==> src/rtl/synth_cmd_pkg.sv <==
// rtl/synth_cmd_pkg.sv - note-command constants, MIDI status nibbles, parser states, command builder
package synth_cmd_pkg;

    localparam logic [31:0] CMD_STOP_ALL     = 32'h0000_7F00;
    localparam logic [6:0]  STOP_ALL_NOTE    = 7'h7F;

    localparam logic [3:0]  ST_NOTE_OFF      = 4'h8;
    localparam logic [3:0]  ST_NOTE_ON       = 4'h9;
    localparam logic [3:0]  ST_POLY_AT       = 4'hA;
    localparam logic [3:0]  ST_CTRL          = 4'hB;
    localparam logic [3:0]  ST_PROG          = 4'hC;
    localparam logic [3:0]  ST_CHAN_AT       = 4'hD;
    localparam logic [3:0]  ST_PITCH         = 4'hE;

    localparam logic [6:0]  CC_ALL_NOTES_OFF = 7'd123;
    localparam logic [6:0]  CC_ALL_SOUND_OFF = 7'd120;

    typedef enum logic [1:0] {
        NO_STATUS = 2'd0,
        WAIT_D1   = 2'd1,
        WAIT_D2   = 2'd2
    } parser_state_t;

    function automatic logic [31:0] cmd_word(input logic on, input logic [6:0] note,
                                             input logic [7:0] velocity);
        return {16'h0000, on, note, velocity};
    endfunction

endpackage

==> src/rtl/cmd_fifo.sv <==
// rtl/cmd_fifo.sv - synchronous command FIFO with full/empty/level
// Ports: clk, resetn (sync active-low), push/push_data, pop, head (entry at read pointer),
//        full, empty, level (0..DEPTH).
module cmd_fifo #(
    parameter int DEPTH = 8,
    parameter int WIDTH = 32
) (
    input  logic                     clk,
    input  logic                     resetn,
    input  logic                     push,
    input  logic [WIDTH-1:0]         push_data,
    input  logic                     pop,
    output logic [WIDTH-1:0]         head,
    output logic                     full,
    output logic                     empty,
    output logic [$clog2(DEPTH):0]   level
);

    localparam int AW = $clog2(DEPTH);
    localparam int LW = AW + 1;

    logic [WIDTH-1:0] mem [DEPTH];
    logic [AW-1:0]    wr_ptr;
    logic [AW-1:0]    rd_ptr;
    logic [LW-1:0]    count;
    logic             push_ok;
    logic             pop_ok;

    assign full    = (count == LW'(DEPTH));
    assign empty   = (count == '0);
    assign head    = mem[rd_ptr];
    assign level   = count;
    assign push_ok = push & ~full;
    assign pop_ok  = pop & ~empty;

    always_ff @(posedge clk) begin
        if (push_ok) begin
            mem[wr_ptr] <= push_data;
        end
    end

    // DEPTH is a power of two, so pointers wrap by natural overflow.
    always_ff @(posedge clk) begin
        if (!resetn) begin
            wr_ptr <= '0;
            rd_ptr <= '0;
            count  <= '0;
        end else begin
            if (push_ok) wr_ptr <= wr_ptr + 1'b1;
            if (pop_ok)  rd_ptr <= rd_ptr + 1'b1;
            case ({push_ok, pop_ok})
                2'b10:   count <= count + 1'b1;
                2'b01:   count <= count - 1'b1;
                default: count <= count;
            endcase
        end
    end

endmodule

==> src/rtl/midi_cmd_master.sv <==
// rtl/midi_cmd_master.sv - MIDI byte parser issuing Avalon-MM note-command writes
// Ports: s_byte_valid/s_byte_data/s_byte_ready (MIDI byte input), avm_m0_write/avm_m0_writedata/
//        avm_m0_waitrequest (Avalon master), o_fifo_level (queued commands incl. one on the bus),
//        reset (sync active-low).
// Option: `MIDI_CHANNEL_FILTER_EN restricts pushes to channel MIDI_CHANNEL.
module midi_cmd_master
    import synth_cmd_pkg::*;
#(
    parameter int FIFO_DEPTH   = 8,
    parameter int MIDI_CHANNEL = 0
) (
    input  logic                          clk,
    input  logic                          reset,
    input  logic                          s_byte_valid,
    input  logic [7:0]                    s_byte_data,
    output logic                          s_byte_ready,
    output logic                          avm_m0_write,
    output logic [31:0]                   avm_m0_writedata,
    input  logic                          avm_m0_waitrequest,
    output logic [$clog2(FIFO_DEPTH):0]   o_fifo_level
);

    localparam int LW = $clog2(FIFO_DEPTH) + 1;

    if (FIFO_DEPTH < 2 || (FIFO_DEPTH & (FIFO_DEPTH - 1)) != 0 ||
        MIDI_CHANNEL < 0 || MIDI_CHANNEL > 15) begin : g_param_check
        $error("midi_cmd_master: invalid FIFO_DEPTH or MIDI_CHANNEL");
    end

    logic            fifo_full;
    logic            fifo_empty;
    logic [31:0]     fifo_head;
    logic [LW-1:0]   fifo_level;
    logic            push;
    logic [31:0]     push_word;
    logic            pop;
    logic            write_gap;

    parser_state_t   state;
    logic [3:0]      status_nib;
    logic [6:0]      d1;
    logic            foreign;
    logic            foreign_in;
    logic            accept;
    logic            is_data;
    logic            needs_d2;
    logic [6:0]      d2;

`ifdef MIDI_CHANNEL_FILTER_EN
    localparam logic [3:0] CHANNEL_NIB = 4'(MIDI_CHANNEL);
    assign foreign_in = (s_byte_data[3:0] != CHANNEL_NIB);
`else
    assign foreign_in = 1'b0;
`endif

    assign s_byte_ready = reset & ~fifo_full;
    assign accept       = s_byte_valid & s_byte_ready;
    assign is_data      = ~s_byte_data[7];
    assign d2           = s_byte_data[6:0];
    // Program change and channel pressure carry a single data byte.
    assign needs_d2     = (status_nib != ST_PROG) && (status_nib != ST_CHAN_AT);

    always_comb begin
        push      = 1'b0;
        push_word = '0;
        if (accept && is_data && state == WAIT_D2 && !foreign) begin
            case (status_nib)
                ST_NOTE_ON: begin
                    if (d2 != 7'd0) begin
                        push      = 1'b1;
                        push_word = cmd_word(1'b1, d1, {1'b0, d2});
                    end else if (d1 != STOP_ALL_NOTE) begin
                        push      = 1'b1;
                        push_word = cmd_word(1'b0, d1, 8'h00);
                    end
                end
                ST_NOTE_OFF: begin
                    // Note-off on 127 would alias STOP_ALL, so it is dropped.
                    if (d1 != STOP_ALL_NOTE) begin
                        push      = 1'b1;
                        push_word = cmd_word(1'b0, d1, 8'h00);
                    end
                end
                ST_CTRL: begin
                    if (d1 == CC_ALL_NOTES_OFF || d1 == CC_ALL_SOUND_OFF) begin
                        push      = 1'b1;
                        push_word = CMD_STOP_ALL;
                    end
                end
                default: begin
                    push      = 1'b0;
                    push_word = '0;
                end
            endcase
        end
    end

    always_ff @(posedge clk) begin
        if (!reset) begin
            state      <= NO_STATUS;
            status_nib <= '0;
            d1         <= '0;
            foreign    <= 1'b0;
        end else if (accept && s_byte_data < 8'hF8) begin
            if (s_byte_data >= 8'hF0) begin
                state      <= NO_STATUS;
                status_nib <= '0;
                foreign    <= 1'b0;
            end else if (!is_data) begin
                state      <= WAIT_D1;
                status_nib <= s_byte_data[7:4];
                foreign    <= foreign_in;
            end else begin
                case (state)
                    WAIT_D1: begin
                        d1 <= d2;
                        if (needs_d2) state <= WAIT_D2;
                    end
                    WAIT_D2: state <= WAIT_D1;
                    default: state <= NO_STATUS;
                endcase
            end
        end
    end

    cmd_fifo #(
        .DEPTH (FIFO_DEPTH),
        .WIDTH (32)
    ) u_fifo (
        .clk       (clk),
        .resetn    (reset),
        .push      (push),
        .push_data (push_word),
        .pop       (pop),
        .head      (fifo_head),
        .full      (fifo_full),
        .empty     (fifo_empty),
        .level     (fifo_level)
    );

    // One idle cycle after each completed write keeps the bus at most one write per two cycles.
    always_ff @(posedge clk) begin
        if (!reset) begin
            write_gap <= 1'b0;
        end else begin
            write_gap <= pop;
        end
    end

    assign avm_m0_write     = reset & ~fifo_empty & ~write_gap;
    assign avm_m0_writedata = avm_m0_write ? fifo_head : 32'h0;
    assign pop              = avm_m0_write & ~avm_m0_waitrequest;
    assign o_fifo_level     = reset ? fifo_level : '0;

endmodule

==> config.mk <==
export PLATFORM = sky130hd
export DESIGN_NAME = midi_cmd_master
export DESIGN_NICKNAME = d
export VERILOG_FILES = /design/src/rtl/synth_cmd_pkg.sv /design/src/rtl/cmd_fifo.sv /design/src/rtl/midi_cmd_master.sv
export SDC_FILE = /design/constraint.sdc
export NUM_CORES = 1
export LEC_CHECK = 0
export ABC_AREA = 1
export CAP_MARGIN = 15
export CORE_MARGIN = 4
export CORE_UTILIZATION = 52
export DETAILED_ROUTE_END_ITERATION = 12
export MAX_ROUTING_LAYER = met4
export PLACE_DENSITY = 0.75
export SYNTH_ARGS = -nofsm -noshare
export SYNTH_HDL_FRONTEND = slang
export SYNTH_SLANG_ARGS = --single-unit
export TNS_END_PERCENT = 50
==> constraint.sdc <==
create_clock -name clk -period 2.3 [get_ports clk]
set_input_delay 0.46 -clock clk [delete_from_list [all_inputs] [get_ports clk]]
set_output_delay 0.46 -clock clk [all_outputs]
set_load 0.03 [all_outputs]
==> flow_metrics.tcl <==
set metrics [dict create \
    tightest_slew_ns 0.807 \
    dp_hpwl_um 9330 \
    first_pass_iters 7 \
    p_leak_nw 2.79 \
    routed-via-count 4757 \
    yosys_warnings 0 \
    synth_area_leaders "edfxtp_1 56%, dfxtp_1 8.4%, nand2_1 6.5%, nor2_1 5.5%, a21oi_1 4.2%" \
    p_total_mw 5.52 \
    synth-seq-area-share_pct 64.0 \
    p_per_area_nw_per_um2 687 \
    yosysTopAreaCellShare_pct 55.7 \
    fmax_mhz 440 \
    synth_ff_type "edfxtp_1" \
    grt_util_met1_pct 25.4 \
    postPlaceCellArea_um2 7200 \
    clk_latency_ns 0.42 \
    endpoint_kind "output port" \
    synth.distinct_cells 32 \
    grt_pass1_vias 4610 \
    required_ns 1.84 \
    cts-root-buf "clkbuf_16" \
    gp_congestion 0.852 \
    max_slew_margin_pct 45.8 \
    chipWidth_um 120 \
    critPathArrivalTime_ns 1.81 \
    fillers 935 \
    numClockSinks 147 \
    fin_ws_ns 0.0273 \
    finClkSkew_ns 0.00615 \
    wirelength_um 15200 \
    synth_common_cells "120 x edfxtp_1, 112 x nand2_1, 94 x nor2_1" \
    viasPerCell 5.32 \
    ys_seq_elements 147 \
    cts_max_level 4 \
    syn_area_per_cell_um2 10.2 \
    grtUsageTotal_pct 21.7 \
    finalSetupViolCount 0 \
    globalRouteOverflowTotal 0 \
    yosysMostFrequentCell "edfxtp_1" \
    synth-edff-count 120 \
    finalHoldViolations 0 \
    initial_core_util_pct 53.4 \
    grt_pass1_wl_um 23100 \
    min_period_over_period_pct 98.8 \
    grt_max_degree 61 \
    rr_worst_depth 15 \
    peakVddDrop_mv 0.387 \
    worstHoldStart "state[0]" \
    r2r_start "status_nib[2]" \
    cts_made_buffers 17 \
    dp.cells 856 \
    timing.final.crit_period_ns 2.27 \
    multi_input_area_um2 2100 \
    wl_per_cell_um 17.0 \
    ant_nets 0 \
    slew_viol_final 0 \
    hp-class "reg -> reg" \
    startpoint_type "flop" \
    cts_tree "yes" \
    regArea_um2 4150 \
    crit_type "reg -> out" \
    drv_cap 0 \
    grt_antenna_before_repair 0 \
    worstPathMaxFanout 30 \
    fin_area_um2 8030 \
    io_buffers 32 \
    synth_cells 634 \
    use_met3_pct 5.89 \
    cts_hold_buf 0 \
    io_pins 50 \
    async_flop_share_pct 0 \
    dieArea_um2 14300 \
    min_path_cells 2 \
    dp_slack_ns -0.382 \
    yosys.area.top_type "edfxtp_1" \
    reg2reg_slack_ns 0.17 \
    clock_path_buffers 2 \
    final_cells 894 \
    drive_gt1_share_pct 21.3 \
    path_clk_slew_ns 0.06 \
    drtIter0Drc 430 \
    core_area_um2 12100 \
    grt_use_met2_pct 35.8 \
    status "finished, final reports clean" \
    fin_util_pct 66.3 \
    die_h_um 120 \
    syn_area_um2 6470 \
    route.detailed.drc 0 \
    rsz0062_at_grt "true" \
    grt-busiest-layer "met2" \
    fin_nets 730 \
    syn2layout_area_growth_pct 24.0 \
    antenna_cells 0 \
    row_count 40 \
]
==> repair_timing <==
item                                    4_1_cts  5_1_grt
pin swaps                                     0        6
setup buffers                                 1        2
endpoints found under the setup margin       12       17
resized for setup                            12       39
cloned                                        0        3
==> per-stage QoR <==
step	hold WS, ns	TNS (ns)
after floorplan	0.439	-5.64
after global placement	0.449	-2.23
after detailed placement	0.457	-7.84
after CTS	0.464	-0.00997
after global routing	0.500	-0.205
final	0.465	0
==> layout by cell type, fill, tap and decap left out, types with 3 or more instances in the layout <==
cell             count
inv_1               39
clkinv_4             4
clkinvlp_4           5
a21oi_2              8
nand2_1            112
o21ai_0             27
edfxtp_1           120
clkinv_1             4
a21oi_1             49
clkbuf_16           20
dfxtp_2              4
nor3_4               5
nand3_1             51
nor3_2              13
nand3_4              3
nor2_1              93
nor2_4               3
nor3_1               6
o21ai_1              6
clkdlybuf4s50_1     10
buf_12               6
dfxtp_1             22
nand4_1              4
buf_4               63
buf_6                4
ha_1                 5
conb_1              17
==> registers in the layout (all words and copies together), names as in the netlist, named ones only <==
| signal | count |
|---|---|
| state | 2 |
| u_fifo.wr_ptr | 3 |
| u_fifo.rd_ptr | 3 |
| u_fifo.mem | 120 |
| d1 | 7 |
| write_gap | 1 |
| u_fifo.level | 4 |
| status_nib | 4 |
==> area by class of cell <==
cell class              count  area share, %
well taps                 168           2.62
clock inverters            14           1.45
flip-flops and latches    147           51.7
inverters                  43           2.09
clock buffers              18           5.35
multi-input cells         415           26.1
repair buffers             89           10.7
==> path summary, 6_finish.rpt <==
kind                          to
max          avm_m0_writedata[2]
min reg2reg             state[0]
min                     state[0]
max reg2reg      u_fifo.level[2]
==> cells by family (layout without fill, tap and decap cells) <==
group,Yosys count,after routing,share of synthesized area [%]
AO/OA/AOI/OAI,91,91,7.27
AND/OR/NAND/NOR,298,298,20.5
flip-flops,147,147,64.0
XOR/XNOR,4,4,0.541
adder cells (fa/ha/maj),5,5,0.967
buffers and inverters,88,164,6.65
other,1,17,0.0579
==> critical path, cell delays in order (launching register included) <==
cell	delay (ns)
dfxtp_4	0.38
inv_4	0.11
clkbuf_16	0.23
nor2_1	0.05
o21ai_0	0.15
a21oi_1	0.13
nor3_4	0.17
buf_6	0.16
==> layer usage <==
layer / routed length [µm] / vias up
met4: 375 / 0
li1: - / 2287
met2: 7600 / 185
met5: 0 / -
met3: 1020 / 35
met1: 6170 / 2250
==> report_power, final <==
part           total, mW  internal, mW  switching (mW)
Sequential          2.84          2.84         0.00387
Clock               2.52          1.47            1.05
Combinational      0.146        0.0520          0.0943
Power figures use the tool's default switching activity.
